<file path="config.mk">
export PLATFORM = sky130hd
export DESIGN_NAME = vga_scan_out
export DESIGN_NICKNAME = d
export VERILOG_FILES = /design/src/rtl/vga_scan_out.sv
export SDC_FILE = /design/constraint.sdc
export NUM_CORES = 1
export LEC_CHECK = 0
export CAP_MARGIN = 20
export CORE_ASPECT_RATIO = 0.6
export CORE_UTILIZATION = 40
export DETAILED_ROUTE_END_ITERATION = 8
export PLACE_DENSITY = 0.6
export SYNTH_ARGS = -nofsm -noshare
export SYNTH_HDL_FRONTEND = slang
export SYNTH_SLANG_ARGS = --single-unit
</file>
<file path="constraint.sdc">
create_clock -name clk -period 11.75 [get_ports clk]
set_clock_uncertainty 0.05 [all_clocks]
set_input_delay 2.35 -clock clk [delete_from_list [all_inputs] [get_ports clk]]
set_output_delay 2.35 -clock clk [all_outputs]
set_load 0.02 [all_outputs]
</file>
<file path="src/rtl/vga_scan_out.sv">
// VGA 640x480 scan-out: raster timing, pixel request pacing, color FIFO and
// registered DAC outputs. Raster counters stay frozen until the FIFO is primed.
//
// state | meaning
// PRIME | counters held at 0, requests fill the FIFO
// RUN   | raster running, pops on visible pixel enables
module vga_scan_out #(
    parameter int CLK_DIV    = 4,
    parameter int FIFO_DEPTH = 8,
    parameter int H_VIS      = 640,
    parameter int H_FP       = 16,
    parameter int H_SYNC     = 96,
    parameter int H_BP       = 48,
    parameter int V_VIS      = 480,
    parameter int V_FP       = 10,
    parameter int V_SYNC     = 2,
    parameter int V_BP       = 33
) (
    input  logic        clk,
    input  logic        rst,
    input  logic [23:0] color,
    output logic        VGA_ready,
    output logic [7:0]  vga_r,
    output logic [7:0]  vga_g,
    output logic [7:0]  vga_b,
    output logic        vga_hsync,
    output logic        vga_vsync,
    output logic        vga_blank_n,
    output logic        underflow
);
    localparam int H_TOTAL = H_VIS + H_FP + H_SYNC + H_BP;
    localparam int V_TOTAL = V_VIS + V_FP + V_SYNC + V_BP;
    localparam int N_PIX   = H_VIS * V_VIS;
    localparam int DW      = $clog2(CLK_DIV);
    localparam int HW      = $clog2(H_TOTAL);
    localparam int VW      = $clog2(V_TOTAL);
    localparam int RW      = $clog2(N_PIX + 1);
    localparam int AW      = $clog2(FIFO_DEPTH);
    localparam int CW      = AW + 1;

    localparam logic [DW-1:0] DIV_LAST = DW'(CLK_DIV - 1);
    localparam logic [HW-1:0] H_LAST   = HW'(H_TOTAL - 1);
    localparam logic [VW-1:0] V_LAST   = VW'(V_TOTAL - 1);
    localparam logic [HW-1:0] HS_START = HW'(H_VIS + H_FP);
    localparam logic [HW-1:0] HS_END   = HW'(H_VIS + H_FP + H_SYNC);
    localparam logic [VW-1:0] VS_START = VW'(V_VIS + V_FP);
    localparam logic [VW-1:0] VS_END   = VW'(V_VIS + V_FP + V_SYNC);

    typedef enum logic {PRIME, RUN} state_t;

    state_t          state_q, state_d;
    logic [DW-1:0]   div_q, div_d;
    logic [HW-1:0]   h_q, h_d;
    logic [VW-1:0]   v_q, v_d;
    logic [RW-1:0]   req_cnt_q, req_cnt_d;
    logic            ready_q, ready_d;
    logic            cap_q, cap_d;
    logic [AW-1:0]   wr_ptr_q, wr_ptr_d;
    logic [AW-1:0]   rd_ptr_q, rd_ptr_d;
    logic [CW-1:0]   cnt_q, cnt_d;
    logic [23:0]     rgb_q, rgb_d;
    logic            hsync_q, hsync_d;
    logic            vsync_q, vsync_d;
    logic            blank_n_q, blank_n_d;
    logic            underflow_q, underflow_d;
    logic [23:0]     mem_q [FIFO_DEPTH];

    logic            pe;
    logic            vis;
    logic            push;
    logic            pop;
    logic [CW:0]     fill_sum;

    // Response arrives one cycle after the request.
    assign push = cap_q;

    always_comb begin
        state_d     = state_q;
        div_d       = div_q;
        h_d         = h_q;
        v_d         = v_q;
        req_cnt_d   = req_cnt_q + {{(RW-1){1'b0}}, ready_q};
        wr_ptr_d    = wr_ptr_q;
        rd_ptr_d    = rd_ptr_q;
        rgb_d       = rgb_q;
        hsync_d     = hsync_q;
        vsync_d     = vsync_q;
        blank_n_d   = blank_n_q;
        underflow_d = underflow_q;
        cap_d       = ready_q;

        pe  = (state_q == RUN) && (div_q == DIV_LAST);
        vis = (h_q < HW'(H_VIS)) && (v_q < VW'(V_VIS));
        pop = pe && vis && (cnt_q != '0);

        if (state_q == PRIME && cnt_q == CW'(FIFO_DEPTH)) begin
            state_d = RUN;
        end

        if (state_q == RUN) begin
            div_d = pe ? '0 : div_q + 1'b1;
            if (pe) begin
                if (h_q == H_LAST) begin
                    h_d = '0;
                    v_d = (v_q == V_LAST) ? '0 : v_q + 1'b1;
                end else begin
                    h_d = h_q + 1'b1;
                end
            end
        end

        // Rewind at the start of vertical blank so the next frame prefetches early.
        if (pe && h_q == '0 && v_q == VW'(V_VIS)) begin
            req_cnt_d = '0;
        end

        if (push) wr_ptr_d = wr_ptr_q + 1'b1;
        if (pop)  rd_ptr_d = rd_ptr_q + 1'b1;
        cnt_d = cnt_q + CW'(push) - CW'(pop);

        fill_sum = {1'b0, cnt_d} + {{CW{1'b0}}, ready_q};
        ready_d  = (fill_sum < (CW+1)'(FIFO_DEPTH)) && (req_cnt_d < RW'(N_PIX));

        if (pe) begin
            rgb_d     = pop ? mem_q[rd_ptr_q] : 24'd0;
            blank_n_d = vis;
            hsync_d   = !(h_q >= HS_START && h_q < HS_END);
            vsync_d   = !(v_q >= VS_START && v_q < VS_END);
            if (vis && cnt_q == '0) underflow_d = 1'b1;
        end
    end

    always_ff @(posedge clk) begin
        if (rst) begin
            state_q     <= PRIME;
            div_q       <= '0;
            h_q         <= '0;
            v_q         <= '0;
            req_cnt_q   <= '0;
            ready_q     <= 1'b0;
            cap_q       <= 1'b0;
            wr_ptr_q    <= '0;
            rd_ptr_q    <= '0;
            cnt_q       <= '0;
            rgb_q       <= '0;
            hsync_q     <= 1'b1;
            vsync_q     <= 1'b1;
            blank_n_q   <= 1'b0;
            underflow_q <= 1'b0;
        end else begin
            state_q     <= state_d;
            div_q       <= div_d;
            h_q         <= h_d;
            v_q         <= v_d;
            req_cnt_q   <= req_cnt_d;
            ready_q     <= ready_d;
            cap_q       <= cap_d;
            wr_ptr_q    <= wr_ptr_d;
            rd_ptr_q    <= rd_ptr_d;
            cnt_q       <= cnt_d;
            rgb_q       <= rgb_d;
            hsync_q     <= hsync_d;
            vsync_q     <= vsync_d;
            blank_n_q   <= blank_n_d;
            underflow_q <= underflow_d;
        end
    end

    always_ff @(posedge clk) begin
        if (!rst && push) mem_q[wr_ptr_q] <= color;
    end

    assign VGA_ready   = ready_q;
    assign vga_r       = rgb_q[23:16];
    assign vga_g       = rgb_q[15:8];
    assign vga_b       = rgb_q[7:0];
    assign vga_hsync   = hsync_q;
    assign vga_vsync   = vsync_q;
    assign vga_blank_n = blank_n_q;
    assign underflow   = underflow_q;
endmodule
</file>
== Yosys cells after proc, flatten, opt, wreduce, memory -nomap -nowiden ==
Memory sizes are Yosys's and may differ from the RTL's. A register that Yosys moved wholly into a read port is not among the register bits.
Cells that the tools add are included.
Operators by class
  add/sub/neg operators: 9
  $mul: 0
  divide/modulo/power cells: 0
  magnitude comparators: 8
  equal/unequal tests: 5
  shift-type cells: 0
  muxes and demuxes: 9
  bitwise operators: 1
  reductions and logical operators: 21
Operators by type and width (number)
  $mux W24: 1
  $add A10 B1 Y10 const B: 2
  $eq A10 B10 Y1 const B: 2
  $lt A10 B10 Y1 const B: 2
  $lt A10 B9 Y1 const B: 2
  $mux W10: 2
  $add A19 B1 Y19: 1
  $lt A19 B19 Y1 const B: 1
  $mux W19: 1
  $logic_and A1 B1 Y1: 12
  $eq A10 B9 Y1 const B: 1
  $ge A10 B10 Y1 const B: 1
  $ge A10 B9 Y1 const B: 1
  $logic_not A10 Y1: 1
  $add A3 B1 Y3 const B: 2
  $mux W3: 2
  $add A4 B1 Y5: 1
  $lt A5 B4 Y1 const B: 1
  $add A4 B1 Y4: 1
  $eq A4 B4 Y1 const B: 1
  $logic_not A4 Y1: 1
  $reduce_and A2 Y1: 2
  $reduce_bool A4 Y1: 1
  $sub A4 B1 Y4: 1
  other kinds (7): 10
Storage, ports and cells
  bits in registers: 82
  latch bits: 0
  RAM bits: 192
  bits in read-only memories: 0
  input port bits: 26
  output and inout port bits: 29
  memories kept: 1
Memory list
  mem_q: depth 8, bits a word 24, rd ports 1, clocked after memory_dff 1, wr ports 1, RTL line 66  | logic [23:0] mem_q [FIFO_DEPTH];

== Depth between registers and ports, before layout ==
  word-level depth: 8
  mapped depth: 15

== Worst setup path after synthesis ==
OpenSTA, ideal clock, no wires.
  path type: input to register
  from: in rst
  to: mem mem_q[0][0], enable pin
  library setup time: 0.466 ns
  arrival time: 5.093 ns
  path slack: 6.141 ns
  stages on the path: 3
  path buffers: 2
  path through: clkbuf_1 > clkbuf_1 > nor4_1
Between the ends
  cells in the longest elaborated chain, start to end: 4
Ends and longest elaborated chain
  start: declaration: RTL line 20  | input logic rst,
  $logic_not A1 Y1: RTL line 170  | if (!rst && push) mem_q[wr_ptr_q] <= color;
  $logic_and A1 B1 Y1: RTL line 170
  $mux W1: RTL line 170
  $mux W1 (not written as such): RTL line 170
  end: declaration: RTL line 66
No other way between the ends.

== Worst setup path after layout ==
  from: in rst
  to: mem mem_q[6][16], enable pin
Same word-level chain as after synthesis.

==> results by group <==
Status
  • Status: finished, final reports clean

Placed design
  • Gp weighted congestion: 0.8621
  • IO Port Bufs: 54
  • Place WS: 6.988 ns
  • HPWL Detailed: around 13 mm

Synth
  • Post-synthesis sequential area ratio: 0.6915
  • Main synth FF type: edfxtp_1
  • Mapped cell area: roughly 11,000 µm²
  • Asr flop ratio synth: 0
  • Synth unique cells: 49
  • Syn Nets: about 740
  • EDFF count, synth: 192
  • Syn Inst Count: 700
  • Synthesis warning total: 0
  • Synthesized flop and latch total: 277
  • Syn avg cell area: around 15 µm²

Power
  • P per Cell Area: 162.2 nW/µm²
  • Peak supply drop: around 0.12 mV
  • Power, Total: 2.050 mW
  • Pleak: 3.997 nW

Floorplanning
  • Area of the die: 27,680 µm²
  • Floorplan row count: 46
  • I/O Pins: 55
  • Chip Width: 214.1 µm
  • Core ar.: around 26,000 µm²
  • Die height: 129.3 µm
  • Initial Utilization: 0.4079

Layout
  • Total Nets Final: 801
  • Commonest non-fill, non-tap cells in the layout: edfxtp_1, dfxtp_1, nor2_1
  • Most common cell after layout, fill and taps aside: edfxtp_1
  • Layout cells sized above 1: 0.1463
  • Fill count: approximately 2.3k
  • Antenna cells: 0
  • Area grow syn2layout: 16.99%

Timing
  • Worst slew pin tran: 0.9913 ns
  • Final Max Slew Viols: 0
  • Setup WS post-layout: 7.587 ns
  • Final Hold Fails: 0
  • TNS Setup: 0 ns
  • Slew Limit Headroom: 0.3391
  • Ratio of final minimum period to clock period: 0.3543
  • Fmax: 0.2402 GHz
  • # setup viols final: 0
  • Crit path time final: 4.163 ns
  • RSZ-0062 raised after global routing: no

Drt
  • Pre-antenna DRT Iters: 7
  • Drt wl/cell: 18.66 µm
  • DRT iter0 DRCs: around 470
  • Drt via density: 5.162
  • Total number of vias: 5,879
  • # DRC: 0
  • Drt total wl: ~21 mm
  • DRT antenna net count: 0

Clock tree
  • Clock slew at reported path FFs: 0.06 ns
  • Clock Latency Late Sink: 0.54 ns
  • # clock sinks: 277
  • Clock Tree Buf Depth: 3
  • CTS Hold Buffers Added: 0
  • Clock H-tree levels: 1
  • CTS tree: done
  • TritonCTS buffer count: 27
  • Post-CTS Setup Bufs: 0
  • Root Driver: clkbuf_16
  • Post-CTS sizing: 0

Worst setup path
  • Critical path, cell by cell: clkdlybuf4s50_1, buf_4, or3b_2, nor2_4
  • CP max stage cell: nor2_4
  • CP peak stage delay: ~0.70 ns
  • CP endpoint kind: flip-flop
  • WP data required: ~12 ns
  • Kind of cell adding the most delay to the critical path: simple AND/OR/NAND/NOR gates
  • Critical path peak fanout: 37
  • Arrival @ worst endpoint: 4.27 ns
  • Critical setup path kind: input port to flip-flop
  • Buf/Inv on CP: 2
  • Startpoint class of the critical path: input port

GRT
  • First-pass GRT wire length: 33.06 mm
  • Total track usage: 0.1553
  • Total grt overflow: 0
  • Vias in the first global route: 5,833
  • Largest net degree at the start of global routing: 49
  • Initial antenna violation count: 0

Worst hold path
  • Min-Delay Path Class: flip-flop to flip-flop

Run
  • # Max-Cap Violations: 0
-- cell type report --
type,instances,area (µm²),share of cell area
clock inverters,10,88.84,0.007032
clock buffers,39,772.0,0.06111
inverters,15,56.30,0.004457
repair buffers,59,578.1,0.04576
flip-flops and latches,277,7473,0.5916
multi-input cells,379,3214,0.2544
well taps,360,450.4,0.03565
-- cells by family (layout without fill, tap and decap cells) --
kind of cell	after synthesis	after routing	share of synthesized area
xor+xnor	39	39	0.03163
mux	74	74	0.1242
simple gates	198	198	0.08840
buf+inv	44	123	0.01645
flops	277	277	0.6915
fa+ha+maj	16	16	0.01923
compound gates	52	52	0.02862
-- synthesized netlist by cell type (2+ instances only) --
cell,n,area share
edfxtp_1,192,0.53
dfxtp_1,85,0.16
nor2_1,62,0.022
nand2_1,53,0.018
mux4_2,48,0.10
mux2i_1,26,0.024
o21ai_0,26,0.012
clkbuf_1,20,0.0070
xor2_1,20,0.016
xnor2_1,19,0.015
nand3_1,16,0.0074
ha_1,15,0.017
inv_1,15,0.0052
and3_1,12,0.0070
a21oi_1,11,0.0051
nand4_1,11,0.0064
nor3_1,9,0.0042
nor4_1,9,0.0052
buf_1,4,0.0014
buf_2,4,0.0019
nor2b_1,4,0.0023
and4_1,3,0.0024
nand2b_1,3,0.0017
or2_2,3,0.0017
or4_1,3,0.0021
a31oi_1,2,0.0012
nor4b_1,2,0.0016
or3_1,2,0.0012
-- through the flow --
stage / hold WS [ns] / cell area [µm²] / instances / utilization
floorplan: 0.4041 / 10800 / 700 / -
finish: 0.4006 / 12630 / 1139 / 0.4772
global placement: 0.3856 / 11770 / 1090 / 0.4447
global route: 0.4301 / 12630 / 1139 / 0.4772
CTS: 0.4065 / 12630 / 1139 / 0.4772
detailed placement: 0.3924 / 11770 / 1090 / 0.4447
-- per-layer routing --
| metal | vias up | track usage | routed length [µm] |
|---|---|---|---|
| li1 | 2770 | - | - |
| met1 | 2938 | 0.2281 | 10420 |
| met2 | 134 | 0.2397 | 9329 |
| met3 | 37 | 0.02958 | 1088 |
| met4 | 0 | 0.03655 | 415 |
| met5 | - | 0 | 0 |
-- flip-flops by register name (all words and copies together), names as in the netlist, 2 cells and up, named ones only --
register and count:
h_q 10, rd_ptr_q 3, v_q 10, rgb_q 24, div_q 2, mem_q 192
req_cnt_q 19, wr_ptr_q 3, cnt_q 4
-- power breakdown --
group | internal [mW] | total (mW) | leakage, nW | switching [mW]
registers | 1.08 | 1.09 | 2.42 | 0.0179
clock network | 0.480 | 0.836 | 0.423 | 0.356
logic | 0.0508 | 0.121 | 1.15 | 0.0698
total | 1.61 | 2.05 | 4.00 | 0.444
-- worst reg2reg max path: cells and delay by family, from the launching register on --
kind,cells,cell delay [ns]
adder cells (fa/ha/maj),4,1.07
AND/OR/NAND/NOR,6,1.04
flip-flops,1,0.33
XOR/XNOR,1,0.21
AO/OA/AOI/OAI,1,0.16
buffers and inverters,2,0.11
-- final timing paths --
kind / start / to / slack (ns) / depth (start not counted)
setup / recovery: rst / mem_q[6][16] / 7.59 / 4
hold / removal: rgb_q[14] / rgb_q[14] / 0.40 / 2
setup reg to reg: div_q[0] / VGA_ready / 8.73 / 14
hold reg to reg: rgb_q[14] / rgb_q[14] / 0.40 / 2
Power figures use the tool's default switching activity.
